==> src/rtl/params_pkg.sv <==
// Shared types for the data-cache port arbitration slice.
// Latency: n/a (types only).
// Backpressure: n/a (types only).
//
// access_size_t : access width carried with every dcache transaction.
// arb_state_t   : ownership state of the single dcache port.
package params_pkg;

  typedef enum logic [1:0] {
    BYTE = 2'd0,
    HALF = 2'd1,
    WORD = 2'd2
  } access_size_t;

  typedef enum logic [1:0] {
    IDLE       = 2'd0,
    LOAD_BUSY  = 2'd1,
    STORE_BUSY = 2'd2
  } arb_state_t;

endpackage

==> src/rtl/dcache_port_arbiter.sv <==
// Shares one dcache port between the LSU load path and the store-buffer drain.
// Latency: request seen in cycle N drives dc_req_o in N+1; ack is passed through combinationally.
// Backpressure: requesters hold req+payload until their ack; one IDLE bubble between transactions.
//
// Ports:
//   clk_i / rst_i              clock, asynchronous active-low reset
//   load_*                     load requester: req/addr/size in, ack/data out
//   sb_store_*, sb_full_i,     store-buffer requester: req/addr/data/size in, ack out,
//   sb_drain_i                 plus full / finish-mode hints that force store priority
//   dc_*                       dcache request side: req/we/addr/wdata/size out, ack/rdata in
//   busy_o                     a transaction is outstanding
module dcache_port_arbiter
  import params_pkg::*;
#(
  parameter int ADDR_WIDTH       = 32,
  parameter int DATA_WIDTH       = 32,
  parameter int STARVE_LIMIT     = 4,
  parameter int STARVE_CNT_WIDTH = 3
) (
  input  logic                  clk_i,
  input  logic                  rst_i,

  input  logic                  load_req_i,
  input  logic [ADDR_WIDTH-1:0] load_addr_i,
  input  access_size_t          load_size_i,
  output logic                  load_ack_o,
  output logic [DATA_WIDTH-1:0] load_data_o,

  input  logic                  sb_store_req_i,
  input  logic [ADDR_WIDTH-1:0] sb_store_addr_i,
  input  logic [DATA_WIDTH-1:0] sb_store_data_i,
  input  access_size_t          sb_store_size_i,
  output logic                  sb_store_ack_o,
  input  logic                  sb_full_i,
  input  logic                  sb_drain_i,

  output logic                  dc_req_o,
  output logic                  dc_we_o,
  output logic [ADDR_WIDTH-1:0] dc_addr_o,
  output logic [DATA_WIDTH-1:0] dc_wdata_o,
  output access_size_t          dc_size_o,
  input  logic                  dc_ack_i,
  input  logic [DATA_WIDTH-1:0] dc_rdata_i,

  output logic                  busy_o
);

  // STARVE_CNT_WIDTH must be wide enough to represent STARVE_LIMIT itself.
  localparam logic [STARVE_CNT_WIDTH-1:0] STARVE_MAX = STARVE_CNT_WIDTH'(STARVE_LIMIT);

  arb_state_t                  state_q;
  logic [STARVE_CNT_WIDTH-1:0] starve_cnt_q;
  logic                        we_q;
  logic [ADDR_WIDTH-1:0]       addr_q;
  logic [DATA_WIDTH-1:0]       wdata_q;
  access_size_t                size_q;
  logic [DATA_WIDTH-1:0]       rdata_q;

  logic store_wins;
  logic load_wins;
  logic load_done;
  logic store_done;

  // Loads are preferred; a waiting store takes the port when the buffer is
  // under pressure, when loads have starved it long enough, or when no load
  // is competing.
  assign store_wins = sb_store_req_i &&
                      (sb_full_i || sb_drain_i || (starve_cnt_q >= STARVE_MAX) || !load_req_i);
  assign load_wins  = !store_wins && load_req_i;

  assign load_done  = (state_q == LOAD_BUSY)  && dc_ack_i;
  assign store_done = (state_q == STORE_BUSY) && dc_ack_i;

  always_ff @(posedge clk_i or negedge rst_i) begin
    if (!rst_i) begin
      state_q      <= IDLE;
      starve_cnt_q <= '0;
      we_q         <= 1'b0;
      addr_q       <= '0;
      wdata_q      <= '0;
      size_q       <= WORD;
      rdata_q      <= '0;
    end else begin
      case (state_q)
        IDLE: begin
          if (store_wins) begin
            state_q      <= STORE_BUSY;
            we_q         <= 1'b1;
            addr_q       <= sb_store_addr_i;
            wdata_q      <= sb_store_data_i;
            size_q       <= sb_store_size_i;
            starve_cnt_q <= '0;
          end else if (load_wins) begin
            // Write data is left untouched on a load grant.
            state_q <= LOAD_BUSY;
            we_q    <= 1'b0;
            addr_q  <= load_addr_i;
            size_q  <= load_size_i;
            if (sb_store_req_i && (starve_cnt_q < STARVE_MAX)) begin
              starve_cnt_q <= starve_cnt_q + 1'b1;
            end
          end
        end
        LOAD_BUSY: begin
          if (dc_ack_i) begin
            state_q <= IDLE;
            rdata_q <= dc_rdata_i;
          end
        end
        STORE_BUSY: begin
          if (dc_ack_i) begin
            state_q <= IDLE;
          end
        end
        default: state_q <= IDLE;
      endcase
    end
  end

  assign dc_req_o       = (state_q != IDLE);
  assign busy_o         = (state_q != IDLE);
  assign dc_we_o        = we_q;
  assign dc_addr_o      = addr_q;
  assign dc_wdata_o     = wdata_q;
  assign dc_size_o      = size_q;

  // Read data is forwarded in the ack cycle; afterwards the last read value is held.
  assign load_ack_o     = load_done;
  assign load_data_o    = load_done ? dc_rdata_i : rdata_q;
  assign sb_store_ack_o = store_done;

endmodule

==> config.mk <==
export PLATFORM = sky130hd
export DESIGN_NAME = dcache_port_arbiter
export DESIGN_NICKNAME = d
export VERILOG_FILES = /design/src/rtl/params_pkg.sv /design/src/rtl/dcache_port_arbiter.sv
export SDC_FILE = /design/constraint.sdc
export NUM_CORES = 1
export LEC_CHECK = 0
export ABC_AREA = 1
export ABC_CLOCK_PERIOD_IN_PS = 1550
export CAP_MARGIN = 20
export CORE_MARGIN = 8
export CORE_UTILIZATION = 25
export CTS_CLUSTER_SIZE = 28
export DETAILED_ROUTE_END_ITERATION = 6
export HOLD_SLACK_MARGIN = 0.08
export PLACE_DENSITY = 0.63
export SYNTH_ARGS = -nofsm -noshare
export SYNTH_HDL_FRONTEND = slang
export SYNTH_SLANG_ARGS = --single-unit
==> constraint.sdc <==
create_clock -name clk_i -period 1.55 [get_ports clk_i]
set_input_delay 0.2325 -clock clk_i [delete_from_list [all_inputs] [get_ports clk_i]]
set_output_delay 0.2325 -clock clk_i [all_outputs]
set_load 0.05 [all_outputs]
# [Word-level counts from Yosys, hierarchy flattened]
# Index checks and enable logic that the tools add are counted.
[totals] reg_bits=104 out_inout_bits=103 wordCells=48
[classes] add_sub_neg=1 n_lt_le_gt_ge=2 eq_ne=4 mux=14 n_reduce_logical=20
[ops] operator="32-bit two-way mux" count=3
[ops] operator="2-bit two-way mux" count=5
[ops] operator="3-bit two-way mux" count=3
[ops] operator="2-bit AND reduction" count=4
[ops] operator="2-bit nonzero test" count=3
[ops] operator="1-bit logical AND" count=5
[ops] operator="2-bit case mux with 2 select lines" count=1
[ops] operator="3-bit by 1-bit adder with 3-bit output (second input constant)" count=1
[ops] operator="3-bit >= comparator (second input constant)" count=1
[ops] operator="1-bit logical OR" count=3
[ops] operator="3-bit less-than comparator (second input constant)" count=1
[ops] operator="3-bit inequality test (second input constant)" count=1
[ops] operator="3-bit AND reduction" count=1
[ops] operator="2-bit by 1-bit equality test with 1-bit output (second input constant)" count=1
[ops] operator="2-bit equality test (second input constant)" count=1
[ops] operator="1-bit logical NOT" count=2
[ops] operator="2-bit logical NOT" count=1
[ops] operator="1-bit two-way mux" count=2
[ops] operator="2-bit by 1-bit inequality test with 1-bit output (second input constant)" count=1
[ops] operator="2-bit OR reduction" count=1

# [Depth between registers and ports, before layout]
[depth] ltp_word=9 depth_mapped=8

# [Least setup slack after synthesis]
# No wires, ideal clock.
[synth_timing] path_kind="reg2out" start="register state_q[1]" end="output port load_data_o[22]" arrival_time_ns=1.588 required_time_ns=1.317 setup_slack_ns=-0.270 path_stages_with_launch=8 n_path_buf=1 path_cell_list="dfrtp_1 -> inv_1 -> ha_1 -> nand2_1 -> inv_1 -> buf_2 -> nand2_1 -> nand2_1"
[synth_between] elab_chain_cells=3
[synth_rtl] item="start, declared" line="dcache_port_arbiter.sv:51" text="arb_state_t state_q;"
[synth_rtl] item="start signal, assigned" line="dcache_port_arbiter.sv:76" text="state_q <= IDLE;"
[synth_rtl] item="start signal, assigned" line="dcache_port_arbiter.sv:87" text="state_q <= STORE_BUSY;"
[synth_rtl] item="start signal, assigned" line="dcache_port_arbiter.sv:95" text="state_q <= LOAD_BUSY;"
[synth_rtl] item="2-bit by 1-bit equality test with 1-bit output" line="dcache_port_arbiter.sv:71" text="assign load_done = (state_q == LOAD_BUSY) && dc_ack_i;"
[synth_rtl] item="1-bit logical AND" line="dcache_port_arbiter.sv:71"
[synth_rtl] item="net load_ack_o" line="dcache_port_arbiter.sv:26" text="output logic load_ack_o,"
[synth_rtl] item="32-bit two-way mux" line="dcache_port_arbiter.sv:129" text="assign load_data_o = load_done ? dc_rdata_i : rdata_q;"
[synth_rtl] item="end, declared" line="dcache_port_arbiter.sv:27" text="output logic [DATA_WIDTH-1:0] load_data_o,"
# The timed path passes the listed nets, and every way through them passes these cells.

# [Final worst setup path]
[layout_timing] start="register state_q[0]" end="output port load_data_o[19]"
[layout_between] elab_chain_cells=3
[layout_rtl] item="2-bit by 1-bit equality test with 1-bit output" line="dcache_port_arbiter.sv:71"
[layout_rtl] item="1-bit logical AND" line="dcache_port_arbiter.sv:71"
[layout_rtl] item="32-bit two-way mux" line="dcache_port_arbiter.sv:129"
# Every way passes these cells.

==> impl_metrics.json <==
{
  "outcome": "complete, but fails checks",
  "violations": "setup timing",
  "cts_buffer_depth": 2,
  "ys_ff_latch": 104,
  "finalMaxSlewViolations": 0,
  "leakage_nw": 5.04,
  "grt_max_degree": 35,
  "port_buffers": 241,
  "core_region_area_sq_um": 18600,
  "critical_path_required_ps": 1320,
  "worstSkewPairLatency_ps": 340,
  "numCtsBuffers": 9,
  "synthTopCellsByCount": "nand2_1, dfrtp_1, nand3_1, inv_1, buf_2",
  "synth_seq_area_share_pct": 55.0,
  "setup_tns_ps": -28490,
  "critPathMaxFanout": 5,
  "max_freq_mhz": 518,
  "postRouteWirelength_microns": 19700,
  "die_area_sq_um": 23600,
  "hold_viol": 0,
  "clockRootBuffer": "clkbuf_16",
  "cts_tree": "built",
  "clk_pin_slew_ps": 70,
  "postLayoutCellArea_sq_um": 9670,
  "gp_congestion": 0.770,
  "crit_path_start": "state_q[0]",
  "firstDrtPassIters": 4,
  "p_sw_mw": 11.0,
  "drcViolationCount": 0,
  "hold_class": "input port to asynchronous set/reset pin",
  "worstMarginPinSlew_ps": 506,
  "routed_via_density": 4.33,
  "intPower_mw": 12.6,
  "synth_area_leaders": "dfrtp_1, nand2_1, nand3_1",
  "worstPathArrival_ps": 1700,
  "hpwlAfterDp_microns": 13100,
  "die_w_microns": 154,
  "yosysWarnings": 0,
  "power_frac_seq_pct": 19.9,
  "drive_above_1_share_pct": 35.0,
  "ant_nets": 0,
  "io_pins": 242,
  "synth-async-reset-ratio_pct": 100,
  "yosys.area.top_type": "dfrtp_1",
  "syn-cell-area_sq_um": 4730,
  "reg2reg_slack_ps": -310,
  "max-cap-violations": 0,
  "num-fill-cells": 1695,
  "rsz0062_at_grt": "true",
  "syn-num-nets": 753,
  "endpoint_kind": "output pin",
  "synth_top_area_share_pct": 54.5,
  "start_util_pct": 25.4,
  "first_global_vias": 5095,
  "ir_drop_mv": 1.13,
  "yosysMostFrequentCell": "nand2_1",
  "grt_first_pass_wirelength_microns": 28900,
  "crit_type": "flop to output pin",
  "antenna_found_initial": 0,
  "start_kind": "flop",
  "fin_crit_sh_pct": 124,
  "first_iter_violations": 137,
  "wl_per_cell_microns": 16.8,
  "die_y_microns": 154,
  "p_sw_share_pct": 46.6,
  "htreeDepth": 3,
  "setup_viol": 111,
  "area_delta_synth_final_pct": 104,
  "place_area_sq_um": 8090,
  "synth_ff_type": "dfrtp_1",
  "fin_worst_skew_ps": 6.66,
  "overflow": 0,
  "reg2reg_from": "state_q[0]",
  "rows": 50,
  "fin_ws_ps": -380,
  "power.density_nw_per_um2": 2440,
  "totalPowerFinal_mw": 23.6,
  "synthCells": 610,
  "synth_cell_types": 17,
  "track_usage_pct": 15.6,
  "period_minus_slack_ps": 1930,
  "syn_area_per_cell_sq_um": 7.76,
  "comb_power_share_pct": 69.3,
  "synth_edf_count": 0,
  "clkPwrFrac_pct": 10.8,
  "num_vias": 5075,
  "maxSlewHeadroom_pct": 66.2,
  "clock-sinks": 104,
  "final_nets": 1076
}
==> flip-flops by register name, summed over array words and instances (netlist names) <==
register,count
dc_we_o,1
starve_cnt_q,3
dc_addr_o,32
state_q,2
dc_wdata_o,32
dc_size_o,2
rdata_q,32
==> final timing paths <==
kind / end / depth (start not counted)
max in group asynchronous: dc_addr_o[11] / 3
min: dc_wdata_o[17] / 2
min reg2reg: dc_wdata_o[25] / 2
max reg2reg: dc_addr_o[12] / 12
max: load_data_o[19] / 8
min in group clk_i: dc_wdata_o[27] / 3
==> cells in the final DEF, fill, tap and decap left out, types with 2 or more instances in the layout <==
| master | instances |
|---|---|
| clkbuf_16 | 16 |
| nand3_2 | 3 |
| nand2_2 | 44 |
| clkbuf_8 | 2 |
| o21ai_2 | 3 |
| ha_4 | 2 |
| nand3_1 | 97 |
| nor2_2 | 2 |
| nor2_1 | 2 |
| nand2_4 | 40 |
| nand2_1 | 193 |
| clkinv_4 | 2 |
| dfrtp_1 | 103 |
| buf_8 | 2 |
| nand3_4 | 2 |
| buf_6 | 11 |
| inv_2 | 2 |
| buf_12 | 54 |
| ha_1 | 2 |
| inv_4 | 2 |
| clkdlybuf4s50_1 | 137 |
| bufinv_16 | 2 |
| buf_4 | 125 |
| buf_16 | 7 |
| inv_1 | 73 |
==> final cells by class <==
cell class / count / area (sq um) / share of cell area [%]
timing repair buffer: 345 / 3960 / 40.9
sequential: 104 / 2600 / 26.9
multi-input combinational: 393 / 2160 / 22.3
inverter: 80 / 323 / 3.34
tap: 234 / 293 / 3.03
clock buffer: 12 / 256 / 2.65
clock inverter: 4 / 76.3 / 0.789
antenna: 1 / 2.50 / 0.0259
==> stage by stage <==
stage	worst slack, ps	std cells	util [%]	hold WS [ps]
6_report	-380	1173	51.9	400
5_1_grt	-438	1172	51.8	436
4_1_cts	-358	1149	48.8	404
3_5_place_dp	-210	1098	43.4	242
3_3_place_gp	-193	1098	43.4	240
2_1_floorplan	-49.1	610	-	-63.1
==> logic make-up after synthesis <==
| kind of cell | count (synthesis) | synth area share, % |
|---|---|---|
| buffers and inverters | 113 | 9.86 |
| AND/OR/NAND/NOR | 385 | 33.7 |
| AO/OA/AOI/OAI | 4 | 0.423 |
| flip-flops | 104 | 55.0 |
| adder cells (fa/ha/maj) | 4 | 1.06 |
==> what timing repair did <==
action                                  CTS  global route
endpoints found under the setup margin   71           111
hold endpoints to repair                 27             0
pin swaps                                13            30
buffers inserted                         27            17
gates resized for setup                  70            79
cloned                                    8             8
hold buffers                              1             0
==> per-layer routing <==
layer  wire length, microns  up-vias  global-route usage (%)
met5                      0        -                       0
met4                    254        0                    3.73
met3                   1520       18                    5.75
met2                   9620      186                    25.7
met1                   8340     2372                    18.9
li1                       -     2499                       -
==> worst max-delay path: stages, from the launching register on <==
cell and delay [ps]:
dfrtp_1 410, ha_4 190, nand2_4 90, clkinv_4 70, buf_12 140, clkbuf_16 160
nand2_2 70, nand2_2 80, buf_12 150
==> power by group through the flow <==
stage	Clock [mW]	Combinational [mW]	Sequential, mW
after floorplan	0	4.55	7.62
after global placement	0	13.4	4.63
after detailed placement	0	13.6	4.66
after CTS	2.64	15.3	4.68
after global routing	2.74	17.2	4.84
final	2.55	16.3	4.70
No activity file was read; power rests on OpenSTA's default activity.
